File: src/rtl/cpu_pkg.sv
// Shared CPU definitions: datapath widths, reset/NOP constants, decode field ranges
// and the {pc, instr} record carried through the fetch skid buffer.
package cpu_pkg;
    localparam int unsigned INSTR_W = 32;
    localparam int unsigned ADDR_W  = 32;

    localparam logic [ADDR_W-1:0]  RESET_PC  = 32'h0000_0000;
    localparam logic [INSTR_W-1:0] NOP_INSTR = 32'h0000_0000;

    // Instruction field bit ranges used by decode
    localparam int unsigned OPCODE_LSB = 0;
    localparam int unsigned OPCODE_MSB = 6;
    localparam int unsigned RD_LSB     = 7;
    localparam int unsigned RD_MSB     = 11;
    localparam int unsigned FUNCT3_LSB = 12;
    localparam int unsigned FUNCT3_MSB = 14;
    localparam int unsigned RS1_LSB    = 15;
    localparam int unsigned RS1_MSB    = 19;
    localparam int unsigned RS2_LSB    = 20;
    localparam int unsigned RS2_MSB    = 24;
    localparam int unsigned FUNCT7_LSB = 25;
    localparam int unsigned FUNCT7_MSB = 31;

    typedef struct packed {
        logic [ADDR_W-1:0]  pc;
        logic [INSTR_W-1:0] instr;
    } fetch_entry_t;
endpackage

File: src/rtl/fetch_skid_fifo.sv
// DEPTH-entry {pc, instr} FIFO that catches memory responses arriving while decode stalls.
// Flush discards all entries; pointers wrap explicitly so DEPTH need not be a power of two.
module fetch_skid_fifo
    import cpu_pkg::*;
#(
    parameter int unsigned DEPTH = 2
) (
    input  logic                       clock,
    input  logic                       reset,
    input  logic                       push,
    input  logic                       pop,
    input  logic                       flush,
    input  fetch_entry_t               push_data,
    output fetch_entry_t               head,
    output logic [$clog2(DEPTH+1)-1:0] count
);
    localparam int unsigned PTR_W = (DEPTH > 1) ? $clog2(DEPTH) : 1;
    localparam int unsigned CNT_W = $clog2(DEPTH + 1);

    fetch_entry_t     mem_q [DEPTH];
    fetch_entry_t     mem_d [DEPTH];
    logic [PTR_W-1:0] wr_ptr_q, wr_ptr_d;
    logic [PTR_W-1:0] rd_ptr_q, rd_ptr_d;
    logic [CNT_W-1:0] count_q, count_d;

    function automatic logic [PTR_W-1:0] ptr_next(input logic [PTR_W-1:0] p);
        return (p == PTR_W'(DEPTH - 1)) ? '0 : p + PTR_W'(1);
    endfunction

    always_comb begin
        mem_d    = mem_q;
        wr_ptr_d = wr_ptr_q;
        rd_ptr_d = rd_ptr_q;
        count_d  = count_q;
        if (flush) begin
            wr_ptr_d = '0;
            rd_ptr_d = '0;
            count_d  = '0;
        end else begin
            if (push) begin
                mem_d[wr_ptr_q] = push_data;
                wr_ptr_d        = ptr_next(wr_ptr_q);
            end
            if (pop) begin
                rd_ptr_d = ptr_next(rd_ptr_q);
            end
            count_d = count_q + CNT_W'(push) - CNT_W'(pop);
        end
    end

    always_ff @(posedge clock or posedge reset) begin
        if (reset) begin
            for (int unsigned i = 0; i < DEPTH; i++) begin
                mem_q[i] <= '0;
            end
            wr_ptr_q <= '0;
            rd_ptr_q <= '0;
            count_q  <= '0;
        end else begin
            mem_q    <= mem_d;
            wr_ptr_q <= wr_ptr_d;
            rd_ptr_q <= rd_ptr_d;
            count_q  <= count_d;
        end
    end

    assign head  = mem_q[rd_ptr_q];
    assign count = count_q;

    // The fetch issue rule keeps skid+inflight within DEPTH, so a push into a full buffer is a bug.
    a_no_overflow: assert property (@(posedge clock) disable iff (reset)
        !(push && !flush && count_q == CNT_W'(DEPTH)));
endmodule

File: src/rtl/fetch_stage.sv
// Instruction-fetch stage: PC ownership, synchronous imem requests, redirect handling
// and the registered IF/ID boundary, with a skid buffer absorbing responses during stalls.
module fetch_stage
    import cpu_pkg::*;
#(
    parameter logic [ADDR_W-1:0]  RESET_PC   = cpu_pkg::RESET_PC,
    parameter int unsigned        SKID_DEPTH = 2,
    parameter logic [INSTR_W-1:0] NOP_INSTR  = cpu_pkg::NOP_INSTR
) (
    input  logic               clock,
    input  logic               reset,
    input  logic               stall,
    input  logic               redirect_valid,
    input  logic [ADDR_W-1:0]  redirect_addr,
    output logic               imem_en,
    output logic [ADDR_W-1:0]  imem_addr,
    input  logic [INSTR_W-1:0] imem_rdata,
    output logic [INSTR_W-1:0] instr_out,
    output logic [ADDR_W-1:0]  pc_out,
    output logic               valid_out
);
    localparam int unsigned CNT_W = $clog2(SKID_DEPTH + 1);

    logic [ADDR_W-1:0]  pc_fetch_q, pc_fetch_d;
    logic [ADDR_W-1:0]  inflight_pc_q, inflight_pc_d;
    logic               inflight_q, inflight_d;
    logic               valid_q, valid_d;
    logic [INSTR_W-1:0] instr_q, instr_d;
    logic [ADDR_W-1:0]  pc_out_q, pc_out_d;

    logic               issue;
    logic               arriving;
    logic               skid_push;
    logic               skid_pop;
    logic               skid_empty;
    logic [CNT_W-1:0]   skid_count;
    fetch_entry_t       skid_head;
    fetch_entry_t       arrive_entry;

    assign issue     = redirect_valid | ~stall |
                       ((32'(skid_count) + 32'(inflight_q)) < SKID_DEPTH);
    assign imem_en   = issue & ~reset;
    assign imem_addr = redirect_valid ? redirect_addr : pc_fetch_q;

    // The old-path word is dropped in the redirect cycle itself; the target issued at the
    // redirect edge is then the only thing in flight, so no separate squash flop is needed.
    assign arriving     = inflight_q & ~redirect_valid;
    assign arrive_entry = '{pc: inflight_pc_q, instr: imem_rdata};
    assign skid_empty   = (skid_count == '0);
    assign skid_push    = arriving & (stall | ~skid_empty);
    assign skid_pop     = ~redirect_valid & ~stall & ~skid_empty;

    fetch_skid_fifo #(
        .DEPTH (SKID_DEPTH)
    ) u_skid (
        .clock     (clock),
        .reset     (reset),
        .push      (skid_push),
        .pop       (skid_pop),
        .flush     (redirect_valid),
        .push_data (arrive_entry),
        .head      (skid_head),
        .count     (skid_count)
    );

    always_comb begin
        pc_fetch_d    = issue ? imem_addr + ADDR_W'(1) : pc_fetch_q;
        inflight_d    = issue;
        inflight_pc_d = issue ? imem_addr : inflight_pc_q;
        valid_d       = valid_q;
        instr_d       = instr_q;
        pc_out_d      = pc_out_q;
        if (redirect_valid) begin
            valid_d = 1'b0;
            instr_d = NOP_INSTR;
        end else if (!stall) begin
            if (!skid_empty) begin
                valid_d  = 1'b1;
                instr_d  = skid_head.instr;
                pc_out_d = skid_head.pc;
            end else if (arriving) begin
                valid_d  = 1'b1;
                instr_d  = imem_rdata;
                pc_out_d = inflight_pc_q;
            end else begin
                valid_d = 1'b0;
                instr_d = NOP_INSTR;
            end
        end
    end

    always_ff @(posedge clock or posedge reset) begin
        if (reset) begin
            pc_fetch_q    <= RESET_PC;
            inflight_q    <= 1'b0;
            inflight_pc_q <= '0;
            valid_q       <= 1'b0;
            instr_q       <= NOP_INSTR;
            pc_out_q      <= '0;
        end else begin
            pc_fetch_q    <= pc_fetch_d;
            inflight_q    <= inflight_d;
            inflight_pc_q <= inflight_pc_d;
            valid_q       <= valid_d;
            instr_q       <= instr_d;
            pc_out_q      <= pc_out_d;
        end
    end

    assign valid_out = valid_q;
    assign instr_out = instr_q;
    assign pc_out    = pc_out_q;
endmodule

File: config.mk
export PLATFORM = sky130hd
export DESIGN_NAME = fetch_stage
export DESIGN_NICKNAME = d
export VERILOG_FILES = /design/src/rtl/cpu_pkg.sv /design/src/rtl/fetch_skid_fifo.sv /design/src/rtl/fetch_stage.sv
export SDC_FILE = /design/constraint.sdc
export NUM_CORES = 1
export LEC_CHECK = 0
export ABC_AREA = 1
export CORE_MARGIN = 4
export CORE_UTILIZATION = 59
export DETAILED_ROUTE_END_ITERATION = 8
export PLACE_DENSITY = 0.93
export SETUP_SLACK_MARGIN = 0.4
export SLEW_MARGIN = 20
export SYNTH_ARGS = -nofsm -noshare
export SYNTH_HDL_FRONTEND = slang
export SYNTH_SLANG_ARGS = --single-unit
File: constraint.sdc
create_clock -name clock -period 30.6 [get_ports clock]
set_input_delay 7.65 -clock clock [delete_from_list [all_inputs] [get_ports clock]]
set_output_delay 7.65 -clock clock [all_outputs]
set_load 0.01 [all_outputs]
==> results of run 1 <==
power by group through the flow:
| stage | sequential (uW) | clock [uW] | combinational, uW |
|---|---|---|---|
| 2_1_floorplan | 562 | 0 | 279 |
| 6_report | 566 | 324 | 474 |
| 5_1_grt | 579 | 342 | 525 |
| 3_5_place_dp | 564 | 0 | 461 |
| 4_1_cts | 562 | 326 | 471 |
| 3_3_place_gp | 557 | 0 | 441 |
cells in the final DEF (no fill, tap or decap), types with 7 or more instances in the layout:
cell / n
o311ai_0: 22
buf_4: 10
nand2_2: 24
inv_1: 96
clkdlybuf4s50_1: 164
o311ai_1: 9
clkbuf_16: 27
nand2_1: 477
nor2_2: 9
dfrtp_1: 261
o21ai_0: 197
o211ai_1: 8
a21oi_1: 70
nand4_1: 7
nor2_1: 107
nand3_1: 64
clkbuf_8: 10
state kept, by name (all words and copies together) (netlist names):
| name | flops |
|---|---|
| u_skid.mem_q | 128 |
| u_skid.count | 2 |
| inflight_q | 1 |
| valid_out | 1 |
| instr_out | 32 |
| inflight_pc_q | 32 |
| u_skid.wr_ptr_q | 1 |
| pc_fetch_q | 32 |
| u_skid.rd_ptr_q | 1 |
| pc_out | 32 |
routing by layer:
| layer | wire [um] | GRT usage, % | share of wire, % |
|---|---|---|---|
| met3 | 3440 | 5.12 | 11 |
| met2 | 15300 | 45.9 | 47 |
| met5 | 13 | 0 | 0.040 |
| met1 | 12800 | 37.7 | 40 |
| met4 | 754 | 9.34 | 2.3 |
kinds of logic after synthesis:
family	after synthesis
simple gates	708
compound gates	311
flops	262
buf+inv	191
xor+xnor	6
fa+ha+maj	3
worst min-delay path: stages (launching register included):
cell and delay [ns]:
dfrtp_1 0.34, nand2_1 0.05, nand2_1 0.06
per-stage QoR:
stage	cell area, um2	hold WS, ns
finish	14700	0.478
global placement	13800	0.455
global route	14700	0.503
detailed placement	13800	0.469
floorplan	12100	0.442
CTS	14700	0.483
area by class of cell:
type	count	share of cell area [%]
Clock buffer	40	5.61
Clock inverter	7	0.434
Sequential cell	262	44.6
Tap cell	270	2.30
Multi-Input combinational cell	1028	32.5
Inverter	104	2.71
Timing Repair Buffer	176	11.8
path summary, 6_finish.rpt:
check | endpoint | start | slack (ns)
min in group asynchronous | pc_fetch_q[2] | reset | 7.69
setup / recovery | imem_en | redirect_valid | 11.69
max in group asynchronous | u_skid.mem_q[124] | reset | 21.55
setup reg to reg | u_skid.mem_q[19] | u_skid.count[1] | 27.31
hold reg to reg | pc_fetch_q[19] | pc_fetch_q[19] | 0.48
hold / removal | pc_fetch_q[19] | pc_fetch_q[19] | 0.48
==> flow_summary.yaml, run 1 <==
setup_path:
  cp_data_arrival_time_ns: 11.26
  path_cells: "buf_2, buf_4, inv_2, nand2_1, inv_2, nand2_2, buf_4, inv_2, nor2_1, clkdlybuf4s50_1"
  slowest_stage: "buf_4"
  worst-path-buf-inv: 7
  r2r_cells: 9
  required_ns: 22.95
  crit_family: "buffers and inverters"
  critPathMaxStageDelay_ns: 0.69
  critPathCaptureType: "output pin"
  start_kind: "input port"
  cp_common_cell: "inv_2"
  critPathMaxFanout: 88
  crit_type: "input port to output pin"
  cp.depth: 10
pwr:
  intPower_uw: 858
  p_clk_share_pct: 23.7
  p_per_area_nw_per_um2: 92.8
  p_comb_share_pct: 34.8
  leakage_uw: 0.00685
  p_sw_uw: 505
  sw_frac_of_total_pct: 37.1
  total_power_uw: 1360
  vdd_drop_max_mv: 0.0547
  p_seq_share_pct: 41.5
sta:
  rsz0062_at_grt: "no"
  slew_headroom_pct: 27.6
  fin_ws_ns: 11.69
  skew_ns: 0.00871
  timing.final.crit_period_ns: 18.91
  finalHoldViolCount: 0
  setup-violations-final: 0
  slew_violations: 0
  fmaxAchievable_mhz: 52.9
  finalCritPeriodShare_pct: 61.8
  worst_pin_slew_ns: 1.09
  fin_setup_tns_ns: 0
synthesis:
  yosysTopAreaCell: "dfrtp_1"
  post_synth_and_or_nand_nor_area_fraction_pct: 24.3
  synthTopCellsByArea: "dfrtp_1, nand2_1, o21ai_0"
  synth_compound_area_share_pct: 14.1
  synth_top_area_share_pct: 54.1
  syn_inst: 1481
  yosysUniqueCellTypes: 36
  ys_ff_latch: 262
  synth_top_family_by_area: "simple AND/OR/NAND/NOR gates"
  syn_nets: 1552
  async_flop_share_pct: 100
  synth-xor-area-share_pct: 0.433
  synth_seq_area_share_pct: 54.1
  synthAdderAreaFrac_pct: 0.310
  synth_most_common_cell: "nand2_1"
  synth_area_um2: 12100
  avgSynthCellArea_um2: 8.19
  synthFlopType: "dfrtp_1"
  synth_common_cells: "nand2_1, dfrtp_1, o21ai_0, nor2_1, inv_1"
  yosys_warnings: 0
  synth_edf_count: 0
  synthMuxAreaShare_pct: 0
worst_hold_path:
  hold_depth: 2
  hold_class: "flip-flop to flip-flop"
place:
  dp_cells: 1840
  portBuffers: 165
  post-dp-hpwl_mm: 19.6
  post-place-ws_ns: 11.77
  place_congestion: 0.891
routing:
  drt_drc_violations_left: 0
  drt-total-wl_mm: 32.3
  wl_per_cell_um: 17.1
  ant_nets: 0
  first_pass_iters: 7
  num_vias: 11000
  vias_per_cell: 5.81
  drt_iter0_drc: 1169
grt:
  grt_overflow: 0
  antenna_found_initial: 1
  grt_pass1_vias: 10800
  grt_max_degree: 114
  grt_pass1_wl_mm: 52.0
  track_usage_pct: 27.9
clocking:
  h-tree-depth: 1
  clock_sinks: 262
  cts_tree: "done"
  clkLatencyLatePin_ns: 0.52
  ctsHoldBuffers: 0
  cts-resized-gates: 0
  numCtsBuffers: 26
  clkTransAtPathRegs_ns: 0.06
  root_buffer: "clkbuf_16"
  post-cts-setup-buffers: 0
  cts_buffer_depth: 3
finish:
  seqCellArea_um2: 6560
  multi_input_area_um2: 4770
  nFillCells: 1387
  stdcell_count: 1887
  final_core_util_pct: 72.6
  syn2layout_area_growth_pct: 21.1
  finalNetCount: 1669
  drive_gt1_share_pct: 6.99
  antenna_cells: 0
run:
  drv_cap: 0
floorplan:
  dieArea_um2: 22900
  core_area_um2: 20200
  rows: 52
  die_h_um: 151
  pin_count: 166
  die_w_um: 151
  start_util_pct: 59.9
run_status:
  status: "finished clean"
(Power assumes the default switching activity.)
==> inputs of run 2 (changes only) <==
CORE_UTILIZATION = 55   (was 59)
PLACE_DENSITY = 0.88   (was 0.93)
clock period = 18.1 ns   (was 30.6 ns; I/O delays follow)
==> flow_summary.yaml, run 2 (same netlist as run 1, synthesis figures left out) <==
finish:
  drive_gt1_share_pct: 6.98
  antenna_cells: 0
  final_core_util_pct: 67.9
  top_register: "u_skid.mem_q"
  final_cell_mix: "nand2_1, dfrtp_1, o21ai_0, clkdlybuf4s50_1, nor2_1"
  seqCellArea_um2: 6560
  multi_input_area_um2: 4770
  final_common_cell: "nand2_1"
  finalNetCount: 1671
  syn2layout_area_growth_pct: 21.9
  nFillCells: 1685
  largest_reg_flops: 128
sta:
  rsz0062_at_grt: "no"
  finalCritPeriodShare_pct: 66.6
  finalHoldViolCount: 0
  timing.final.crit_period_ns: 12.06
  slew_headroom_pct: 27.5
  setup-violations-final: 0
  fin_setup_tns_ns: 0
  fmaxAchievable_mhz: 82.9
  worst_pin_slew_ns: 1.09
  skew_ns: 0.0135
  slew_violations: 0
floorplan:
  core_area_um2: 21800
  start_util_pct: 55.7
  die_h_um: 156
  dieArea_um2: 24500
  rows: 54
  pin_count: 166
  die_w_um: 156
grt:
  grt_overflow: 0
  grt_pass1_wl_mm: 52.4
  grt_max_degree: 122
  antenna_found_initial: 1
  track_usage_pct: 25.9
  grt_pass1_vias: 10600
pwr:
  sw_frac_of_total_pct: 36.5
  p_clk_share_pct: 25.3
  intPower_uw: 1480
  vdd_drop_max_mv: 0.0888
  p_per_area_nw_per_um2: 158
  p_seq_share_pct: 40.8
  p_comb_share_pct: 33.9
  leakage_uw: 0.00687
  p_sw_uw: 854
worst_hold_path:
  hold_class: "flip-flop to flip-flop"
clocking:
  cts_tree: "done"
  root_buffer: "clkbuf_16"
  h-tree-depth: 1
  numCtsBuffers: 28
  cts_buffer_depth: 3
  post-cts-setup-buffers: 0
  clkLatencyLatePin_ns: 0.54
  ctsHoldBuffers: 0
  cts-resized-gates: 0
  clkTransAtPathRegs_ns: 0.06
  clock_sinks: 262
run:
  drv_cap: 0
run_status:
  status: "finished clean"
routing:
  num_vias: 10700
  drt-total-wl_mm: 31.9
  wl_per_cell_um: 16.8
  first_pass_iters: 5
  drt_drc_violations_left: 0
  drt_iter0_drc: 1055
  ant_nets: 0
  vias_per_cell: 5.65
place:
  place_congestion: 0.885
  portBuffers: 165
  post-dp-hpwl_mm: 19.1
setup_path:
  crit_type: "input port to output pin"
  critPathMaxFanout: 43
  required_ns: 13.57
  start_kind: "input port"
  critPathCaptureType: "output pin"
  cp_data_arrival_time_ns: 7.53
run 2: cell count changes in the layout (fill, tap and decap cells not counted):
cell	previous run	this run
clkbuf_8	10	6
clkbuf_16	27	29
clkinvlp_4	0	2
inv_8	1	2
clkbuf_1	3	6
bufinv_16	1	3
clkinv_2	5	2
run 2: final timing paths:
check / depth (start not counted) / from / slack, ns / end
worst max-delay path: 9 / redirect_valid / 6.04 / imem_en
worst min-delay path: 2 / pc_out[31] / 0.48 / pc_out[31]
worst max register to register: 9 / u_skid.count[1] / 14.80 / u_skid.mem_q[105]
worst min register to register: 2 / pc_out[31] / 0.48 / pc_out[31]
max in group asynchronous: 4 / reset / 11.48 / u_skid.rd_ptr_q
min in group asynchronous: 2 / reset / 4.61 / pc_fetch_q[17]
run 2: metal layers:
metal	vias up	part of all wire (%)	routed length [um]	GRT usage, %
met2	543	46	14700	41.3
met1	5083	41	13200	36.3
met4	2	2.6	817	7.85
li1	5031	-	-	-
met3	69	9.7	3080	5.20
met5	-	0.041	13	0
run 2: power groups by stage:
| stage | Combinational (uW) | Sequential (uW) | Clock (uW) |
|---|---|---|---|
| after floorplan | 471 | 950 | 0 |
| after global placement | 751 | 942 | 0 |
| after detailed placement | 777 | 952 | 0 |
| after CTS | 793 | 948 | 600 |
| after global routing | 887 | 976 | 627 |
| final | 793 | 953 | 592 |
run 2: layout make-up:
class | count | share of cell area (%)
timing repair buffer | 176 | 11.7
inverter | 104 | 2.69
clock buffer | 41 | 5.62
clock inverter | 9 | 0.914
sequential | 262 | 44.4
tap | 280 | 2.37
multi-input combinational | 1028 | 32.3
run 2: worst max-delay path, cell delays in order:
cell and delay (ns):
buf_2 0.09, buf_4 0.29, inv_2 0.57, nand2_1 0.13
inv_2 0.54, nand2_2 0.15, inv_2 0.59, nor2_1 0.09
clkdlybuf4s50_1 0.51
run 2: metrics by stage:
stage               hold WS (ns)  cell area, um2  cells  worst slack (ns)  power, uW
global route               0.485           14800   1900              5.88       2490
finish                     0.482           14800   1900              6.04       2340
CTS                        0.484           14800   1900              6.06       2340
floorplan                  0.442           12100   1481              6.36       1420
global placement           0.455           13800   1850              6.07       1690
detailed placement         0.468           13800   1850              6.08       1730
